<file path="src/rtl/player_collider.sv">
// Tile-map collision boundary generator: scans outward from the player box for nearest solid tiles.
// Optional macro COLLIDER_BORDER_EN forces the outer ring of tiles to read as solid.
module player_collider #(
  parameter int SCREEN_W = 640,
  parameter int SCREEN_H = 480,
  parameter int TILE     = 16,
  parameter int MAP_COLS = 40,
  parameter int MAP_ROWS = 30,
  parameter int PLAYER_W = 32,
  parameter int PLAYER_H = 48
) (
  input  logic               Clk,
  input  logic               Reset_n,
  input  logic signed [31:0] player_X_Pos,
  input  logic signed [31:0] player_Y_Pos,
  input  logic               map_we,
  input  logic [5:0]         map_col,
  input  logic [4:0]         map_row,
  input  logic               map_solid,
  output logic signed [31:0] player_X_Min,
  output logic signed [31:0] player_X_Max,
  output logic signed [31:0] player_Y_Min,
  output logic signed [31:0] player_Y_Max,
  output logic               bounds_valid
);

  localparam int TileShift = $clog2(TILE);

  typedef enum logic [2:0] {StCapture, StLeft, StRight, StUp, StDown, StPublish} state_e;

  state_e state_q, state_d;
  logic [MAP_COLS-1:0] map_q [MAP_ROWS];
  logic [5:0] idx_q, idx_d;
  logic [5:0] c0_q, c0_d, c1_q, c1_d;
  logic [4:0] r0_q, r0_d, r1_q, r1_d;
  logic signed [31:0] xmin_q, xmin_d, xmax_q, xmax_d, ymin_q, ymin_d, ymax_q, ymax_d;
  logic signed [31:0] x_cl, y_cl;
  logic [5:0] cap_c0, cap_c1;
  logic [4:0] cap_r0, cap_r1;
  logic col_hit, row_hit;

  function automatic logic tile_at(int col, int row);
    logic s;
    s = 1'b0;
    if (col < MAP_COLS && row < MAP_ROWS) s = map_q[5'(row)][6'(col)];
`ifdef COLLIDER_BORDER_EN
    if (col == 0 || col == MAP_COLS - 1 || row == 0 || row == MAP_ROWS - 1) s = 1'b1;
`endif
    return s;
  endfunction

  always_comb begin
    x_cl = player_X_Pos;
    if (player_X_Pos < 0) x_cl = 0;
    else if (player_X_Pos > SCREEN_W - PLAYER_W) x_cl = SCREEN_W - PLAYER_W;
    y_cl = player_Y_Pos;
    if (player_Y_Pos < 0) y_cl = 0;
    else if (player_Y_Pos > SCREEN_H - PLAYER_H) y_cl = SCREEN_H - PLAYER_H;
    cap_c0 = 6'(x_cl >>> TileShift);
    cap_c1 = 6'((x_cl + PLAYER_W - 1) >>> TileShift);
    cap_r0 = 5'(y_cl >>> TileShift);
    cap_r1 = 5'((y_cl + PLAYER_H - 1) >>> TileShift);
  end

  // idx_q is a column in LEFT/RIGHT and a row in UP/DOWN; span rows/cols are checked in parallel.
  always_comb begin
    col_hit = 1'b0;
    for (int r = 0; r < MAP_ROWS; r++) begin
      if (r >= int'(r0_q) && r <= int'(r1_q) && tile_at(int'(idx_q), r)) col_hit = 1'b1;
    end
    row_hit = 1'b0;
    for (int c = 0; c < MAP_COLS; c++) begin
      if (c >= int'(c0_q) && c <= int'(c1_q) && tile_at(c, int'(idx_q))) row_hit = 1'b1;
    end
  end

  always_comb begin
    state_d = state_q;
    idx_d   = idx_q;
    c0_d    = c0_q;
    c1_d    = c1_q;
    r0_d    = r0_q;
    r1_d    = r1_q;
    xmin_d  = xmin_q;
    xmax_d  = xmax_q;
    ymin_d  = ymin_q;
    ymax_d  = ymax_q;
    unique case (state_q)
      StCapture: begin
        c0_d    = cap_c0;
        c1_d    = cap_c1;
        r0_d    = cap_r0;
        r1_d    = cap_r1;
        idx_d   = cap_c0 - 6'd1;
        state_d = StLeft;
      end
      StLeft: begin
        if (c0_q == 6'd0 || col_hit || idx_q == 6'd0) begin
          xmin_d  = (c0_q != 6'd0 && col_hit) ? (int'(idx_q) + 1) * TILE : 0;
          idx_d   = c1_q + 6'd1;
          state_d = StRight;
        end else begin
          idx_d = idx_q - 6'd1;
        end
      end
      StRight: begin
        if (c1_q == 6'(MAP_COLS - 1) || col_hit || idx_q == 6'(MAP_COLS - 1)) begin
          xmax_d  = (c1_q != 6'(MAP_COLS - 1) && col_hit) ? int'(idx_q) * TILE - 1 : SCREEN_W - 1;
          idx_d   = 6'(r0_q) - 6'd1;
          state_d = StUp;
        end else begin
          idx_d = idx_q + 6'd1;
        end
      end
      StUp: begin
        if (r0_q == 5'd0 || row_hit || idx_q == 6'd0) begin
          ymin_d  = (r0_q != 5'd0 && row_hit) ? (int'(idx_q) + 1) * TILE : 0;
          idx_d   = 6'(r1_q) + 6'd1;
          state_d = StDown;
        end else begin
          idx_d = idx_q - 6'd1;
        end
      end
      StDown: begin
        if (r1_q == 5'(MAP_ROWS - 1) || row_hit || idx_q == 6'(MAP_ROWS - 1)) begin
          ymax_d  = (r1_q != 5'(MAP_ROWS - 1) && row_hit) ? int'(idx_q) * TILE - 1 : SCREEN_H - 1;
          state_d = StPublish;
        end else begin
          idx_d = idx_q + 6'd1;
        end
      end
      StPublish: state_d = StCapture;
      default:   state_d = StCapture;
    endcase
  end

  always_ff @(posedge Clk) begin
    if (!Reset_n) begin
      state_q      <= StCapture;
      idx_q        <= '0;
      c0_q         <= '0;
      c1_q         <= '0;
      r0_q         <= '0;
      r1_q         <= '0;
      xmin_q       <= 0;
      xmax_q       <= SCREEN_W - 1;
      ymin_q       <= 0;
      ymax_q       <= SCREEN_H - 1;
      player_X_Min <= 0;
      player_X_Max <= SCREEN_W - 1;
      player_Y_Min <= 0;
      player_Y_Max <= SCREEN_H - 1;
      bounds_valid <= 1'b0;
      for (int r = 0; r < MAP_ROWS; r++) map_q[r] <= '0;
    end else begin
      state_q      <= state_d;
      idx_q        <= idx_d;
      c0_q         <= c0_d;
      c1_q         <= c1_d;
      r0_q         <= r0_d;
      r1_q         <= r1_d;
      xmin_q       <= xmin_d;
      xmax_q       <= xmax_d;
      ymin_q       <= ymin_d;
      ymax_q       <= ymax_d;
      bounds_valid <= (state_q == StPublish);
      if (state_q == StPublish) begin
        player_X_Min <= xmin_q;
        player_X_Max <= xmax_q;
        player_Y_Min <= ymin_q;
        player_Y_Max <= ymax_q;
      end
      if (map_we && map_col < 6'(MAP_COLS) && map_row < 5'(MAP_ROWS)) begin
        map_q[map_row][map_col] <= map_solid;
      end
    end
  end

endmodule

</file>
<file path="config.mk">
export PLATFORM = sky130hd
export DESIGN_NAME = player_collider
export DESIGN_NICKNAME = d
export VERILOG_FILES = /design/src/rtl/player_collider.sv
export SDC_FILE = /design/constraint.sdc
export NUM_CORES = 2
export LEC_CHECK = 0
export ABC_AREA = 1
export BUFFER_PORTS_ARGS = -buffer_cell sky130_fd_sc_hd__buf_2
export CAP_MARGIN = 20
export CORE_UTILIZATION = 55
export CTS_BUF_LIST = sky130_fd_sc_hd__clkbuf_4 sky130_fd_sc_hd__clkbuf_8
export CTS_CLUSTER_SIZE = 25
export DETAILED_ROUTE_END_ITERATION = 10
export PLACE_DENSITY = 0.72
export SLEW_MARGIN = 5
export SYNTH_ARGS = -nofsm -noshare
export SYNTH_HDL_FRONTEND = slang
export SYNTH_SLANG_ARGS = --single-unit
</file>
<file path="constraint.sdc">
create_clock -name Clk -period 3.59 [get_ports Clk]
set_input_delay 0.5385 -clock Clk [delete_from_list [all_inputs] [get_ports Clk]]
set_output_delay 0.5385 -clock Clk [all_outputs]
set_load 0.05 [all_outputs]
</file>
## Word-level counts from Yosys, hierarchy flattened

Memory sizes are Yosys's and may differ from the RTL's. A register that Yosys moved wholly into a read port is not among the register bits.
Cells that the tools add are included.

- Add/sub/neg operators: 12
- $mul: 0
- Div/mod/pow operators: 0
- $lt $le $gt $ge: 149
- Equality and inequality tests: 16
- Shift operators: 0
- Mux-type cells: 252
- Bitwise logic cells: 0
- Reduce and logical (&&, ||, !) cells: 167

Operators by type and width:

| kind | number |
|---|---|
| 2-to-1 mux 1 bit | 197 |
| binary-select mux 1 bit (select 6 bit) | 30 |
| logical AND 1 bit | 145 |
| 2-to-1 mux 40 bit | 3 |
| >= comparator 5 x 6 -> 1 bit, first input constant | 16 |
| <= comparator 5 x 6 -> 1 bit, first input constant | 16 |
| 2-to-1 mux 32 bit | 3 |
| >= comparator 5 bit, first input constant | 14 |
| <= comparator 5 bit, first input constant | 14 |
| less-than comparator 32 x 1 -> 1 bit, second input constant | 2 |
| >= comparator 4 x 6 -> 1 bit, first input constant | 8 |
| >= comparator 6 bit, first input constant | 8 |
| <= comparator 4 x 6 -> 1 bit, first input constant | 8 |
| <= comparator 6 bit, first input constant | 8 |
| >= comparator 4 x 5 -> 1 bit, first input constant | 8 |
| <= comparator 4 x 5 -> 1 bit, first input constant | 8 |
| OR reduction 40 bit | 1 |
| greater-than comparator 32 x 10 -> 1 bit, second input constant | 1 |
| greater-than comparator 32 x 11 -> 1 bit, second input constant | 1 |
| case mux 6 bit (5 select lines) | 1 |
| >= comparator 3 x 6 -> 1 bit, first input constant | 4 |
| <= comparator 3 x 6 -> 1 bit, first input constant | 4 |
| 2-to-1 mux 6 bit | 4 |
| >= comparator 3 x 5 -> 1 bit, first input constant | 4 |
| other kinds (49) | 88 |

- Register bits: 288
- Latch bits: 0
- RAM bits: 1,200
- Bits in read-only memories: 0
- Bits of input ports: 79
- Output and inout port bits: 129
- Logic and storage cells: 612
- Memories kept: 1

Memory list:

| memory | depth | width | read ports | clocked after memory_dff | wr ports | line | source |
|---|---|---|---|---|---|---|---|
| map_q | 30 | 40 | 31 | 1 | 30 | 32 | `logic [MAP_COLS-1:0] map_q [MAP_ROWS];` |

## Longest topological paths before layout

- Depth in word-level cells: 49
- Gate-level depth with buffers: 24
- Depth with buffers taken out: 22

## Worst setup path after synthesis

No wires, ideal clock.

- Path type: input -> register
- Start: input Reset_n
- End: memory map_q[0][10], enable pin
- Arrival time: 2.262 ns
- Required time: 3.280 ns
- Path slack: 1.018 ns
- Cell stages on the path: 7
- Path buffers: 2
- Cell sequence: clkbuf_1 > o211a_1 > nand2_1 > nor4_1 > nand2_1 > clkbuf_1 > o21ai_0

RTL lines:

| item | line | source |
|---|---|---|
| start: declaration | 13 | `input logic Reset_n,` |
| end: declaration | 32 |  |

## Worst setup path in the final report

- Start: register idx_q[0]
- End: register idx_q[0]

- Longest elaborated chain between the ends: 47
- Elaborated cells on any way between the ends: 306
- Classes of those cells: 2 x add/sub; 2 x order compare; 3 x eq/ne; 227 x mux; 72 x reduce/logical

RTL lines:

| item | line | source |
|---|---|---|
| start: declaration | 33 | `logic [5:0] idx_q, idx_d;` |
| start signal: assignment | 157 | `idx_q <= idx_d;` |
| less-than comparator 6 x 5 -> 1 bit | 45 | `if (col < MAP_COLS && row < MAP_ROWS) s = map_q[5'(row)][6'(col)];` |
| 2-to-1 mux 1 bit | 45 |  |
| logical AND 1 bit | 73 | `if (c >= int'(c0_q) && c <= int'(c1_q) && tile_at(c, int'(idx_q))) row_hit = 1'b1;` |
| 2-to-1 mux 1 bit (40 in series) | 73 |  |
| logical OR 1 bit, on equally long branches (2 in series) | 116, 125 |  |
| 2-to-1 mux 6 bit / inequality test 2 bit (equally long branches) | n/a |  |
| case mux 6 bit (5 select lines) / AND reduction 2 bit (equally long branches) | n/a |  |

Parallel ways exist; a longest one is shown, timed or not. The select of a mux whose other input is x is not followed.
A chain may end at the register's enable or synchronous reset.

==> results.json <==
{
  "maxCapViolations": 0,
  "path_depth": 27,
  "ys_ff_latch": 1357,
  "rsz0062_at_grt": "yes",
  "clk_pin_slew_ps": 60,
  "switching_power_mw": 30.6,
  "reg2reg_depth": 27,
  "drive_gt1_frac": 0.131,
  "grt_max_degree": 234,
  "fin_skew_ps": 52.0,
  "seqPwrFrac": 0.279,
  "dp_slack_ps": -800,
  "arrival_ps": 4510,
  "cts_tree": "yes",
  "final-hold-violation-count": 0,
  "dr.pass1.iters": 8,
  "final_net_count": 10900,
  "dr.first_iter.drc_count": 14200,
  "slowest_delay_ps": 350,
  "netlist_area_um2": 83700,
  "hp-class": "in -> reg",
  "synth_edf_count": 1264,
  "ys.flop_type": "edfxtp_1",
  "crit_required_ps": 4450,
  "wire_per_inst_um": 25.6,
  "largest-register": "map_q",
  "crit_family": "simple AND/OR/NAND/NOR gates",
  "cp-end-kind": "flop",
  "cp-start-kind": "flop",
  "status": "complete, but fails checks",
  "antenna_found_initial": 9,
  "syn2layout_area_growth_pct": 13.3,
  "holdWs_ps": 72.3,
  "power_density_nw_per_um2": 718,
  "die-area_um2": 154000,
  "crit_fanout": 13,
  "critPathBufInv": 8,
  "overflow": 0,
  "numClockSinks": 1357,
  "power_frac_comb": 0.507,
  "yosysWarnings": 0,
  "boundaryPins": 208,
  "swShare": 0.449,
  "die_y_um": 392,
  "clock_power_share": 0.214,
  "start_util": 0.556,
  "final_max_slew_viol_count": 0,
  "viasPerCell": 6.45,
  "worst_path_most_repeated_cell": "nand2_1",
  "largest_reg_flops": 1264,
  "cts_max_level": 4,
  "clkLatencyLatePin_ps": 1000,
  "total_power_mw": 68.1,
  "slowest_stage": "dfxtp_4",
  "vias": 84100,
  "setup_ws_ps": -62.5,
  "place.gp.congestion": 1.01,
  "cts_buffer_depth": 3,
  "yosysSeqAreaShare": 0.476,
  "ys_types": 47,
  "fmax_mhz": 274,
  "p_leak_nw": 36.2,
  "syn_inst": 11000,
  "port_buffers": 149,
  "drc_errors": 0,
  "fin_crit_sh": 1.02,
  "hold_path_depth": 3,
  "failed_checks": "setup timing",
  "placementRows": 142,
  "cts-buffers-inserted": 229,
  "min_period_ps": 3650,
  "drt-total-wl_um": 334000,
  "die_w_um": 392,
  "dp_hpwl_um": 211000,
  "irDropWorstVdd_uv": 501,
  "grt_pass1_wl_um": 482000,
  "final_cell_mix": "2171 x nand2_1, 1703 x o21ai_0, 1264 x edfxtp_1",
  "grt_usage": 0.420,
  "crit_type": "reg -> reg",
  "antenna_left": 0,
  "fillers": 13200,
  "relSlewSlack": 0.197,
  "p_int_mw": 37.5,
  "final_common_cell": "nand2_1",
  "postSynthAreaPerCell_um2": 7.61,
  "async_flop_share": 0,
  "grt_pass1_vias": 76400,
  "core_area_um2": 150000,
  "cts_root_buf": "clkbuf_8",
  "worst_pin_slew_ps": 1200,
  "setup_viol": 12
}
## power groups by stage
stage / combinational, mW / sequential, mW / clock (mW)
3_3_place_gp: 29.6 / 19.3 / 0
6_report: 34.5 / 19.0 / 14.6
3_5_place_dp: 29.8 / 19.4 / 0
5_1_grt: 36.1 / 19.1 / 15.2
2_1_floorplan: 17.0 / 19.1 / 0
4_1_cts: 31.0 / 19.0 / 14.6
## per-stage QoR
step,cells,instance area (um^2),util,TNS (ps)
after global routing,13000,94800,0.630,-1820
after global placement,12500,88000,0.585,-11350
after detailed placement,12500,88000,0.585,-12510
after CTS,13000,93300,0.620,0
after floorplan,11100,84100,-,0
final,13000,94800,0.630,-279
## kinds of logic after synthesis
kind of cell	share of synthesized area
other	0.0000898
and+or+nand+nor	0.263
adders and majority gates	0.00224
AOI/OAI and AO/OA	0.156
buffers and inverters	0.102
DFF	0.476
xor gates and xnor gates	0.00126
## Yosys cell counts (160+ instances only)
master       n  share of area
nand3_1    853          0.051
nor2_1     645          0.029
nand2_1   2296           0.10
buf_2      240          0.014
nor3_1    1246          0.075
inv_1      697          0.031
o211ai_1   234          0.021
clkbuf_1   914          0.041
o21ai_1    160         0.0096
a21oi_1    244          0.015
edfxtp_1  1264           0.45
o21ai_0   1720           0.10
## metal layers
| layer | vias up | GRT usage | wire length, um |
|---|---|---|---|
| met2 | 6485 | 0.616 | 141000 |
| met1 | 39400 | 0.556 | 121000 |
| met3 | 1036 | 0.118 | 50400 |
| met4 | 14 | 0.242 | 21700 |
| li1 | 37200 | - | - |
| met5 | - | 0 | 324 |
## worst paths after layout
kind	start	to	slack, ps
setup / recovery	idx_q[0]	idx_q[0]	-60
hold / removal	player_X_Pos[31]	c1_q[4]	70
hold reg to reg	ymin_q[9]	ymin_q[9]	440
setup reg to reg	idx_q[0]	idx_q[0]	-60
## worst min-delay path, delay by kind of cell
kind,cells,cell delay (ps)
AND/OR/NAND/NOR,1,80
buffers and inverters,1,180
AO/OA/AOI/OAI,1,190
## final cells by class
type	count	area, um^2	share of cell area
Clock buffer	331	3970	0.0419
Timing Repair Buffer	824	8530	0.0899
Timing Repair inverter	2	20.0	0.000211
Multi-Input combinational cell	7705	36500	0.385
Sequential cell	1357	39800	0.420
Tap cell	2016	2520	0.0266
Clock inverter	84	674	0.00711
Antenna cell	4	10.0	0.000106
Inverter	707	2730	0.0288
## what timing repair did
| item | 4_1_cts | 5_1_grt |
|---|---|---|
| endpoints found under the hold margin | 4 | 0 |
| resized for setup | 48 | 206 |
| buffers inserted | 7 | 38 |
| pin swaps | 5 | 56 |
| cloned | 10 | 24 |
| setup endpoints to repair | 34 | 36 |
| hold buffers | 5 | 0 |
(Power assumes the default switching activity.)
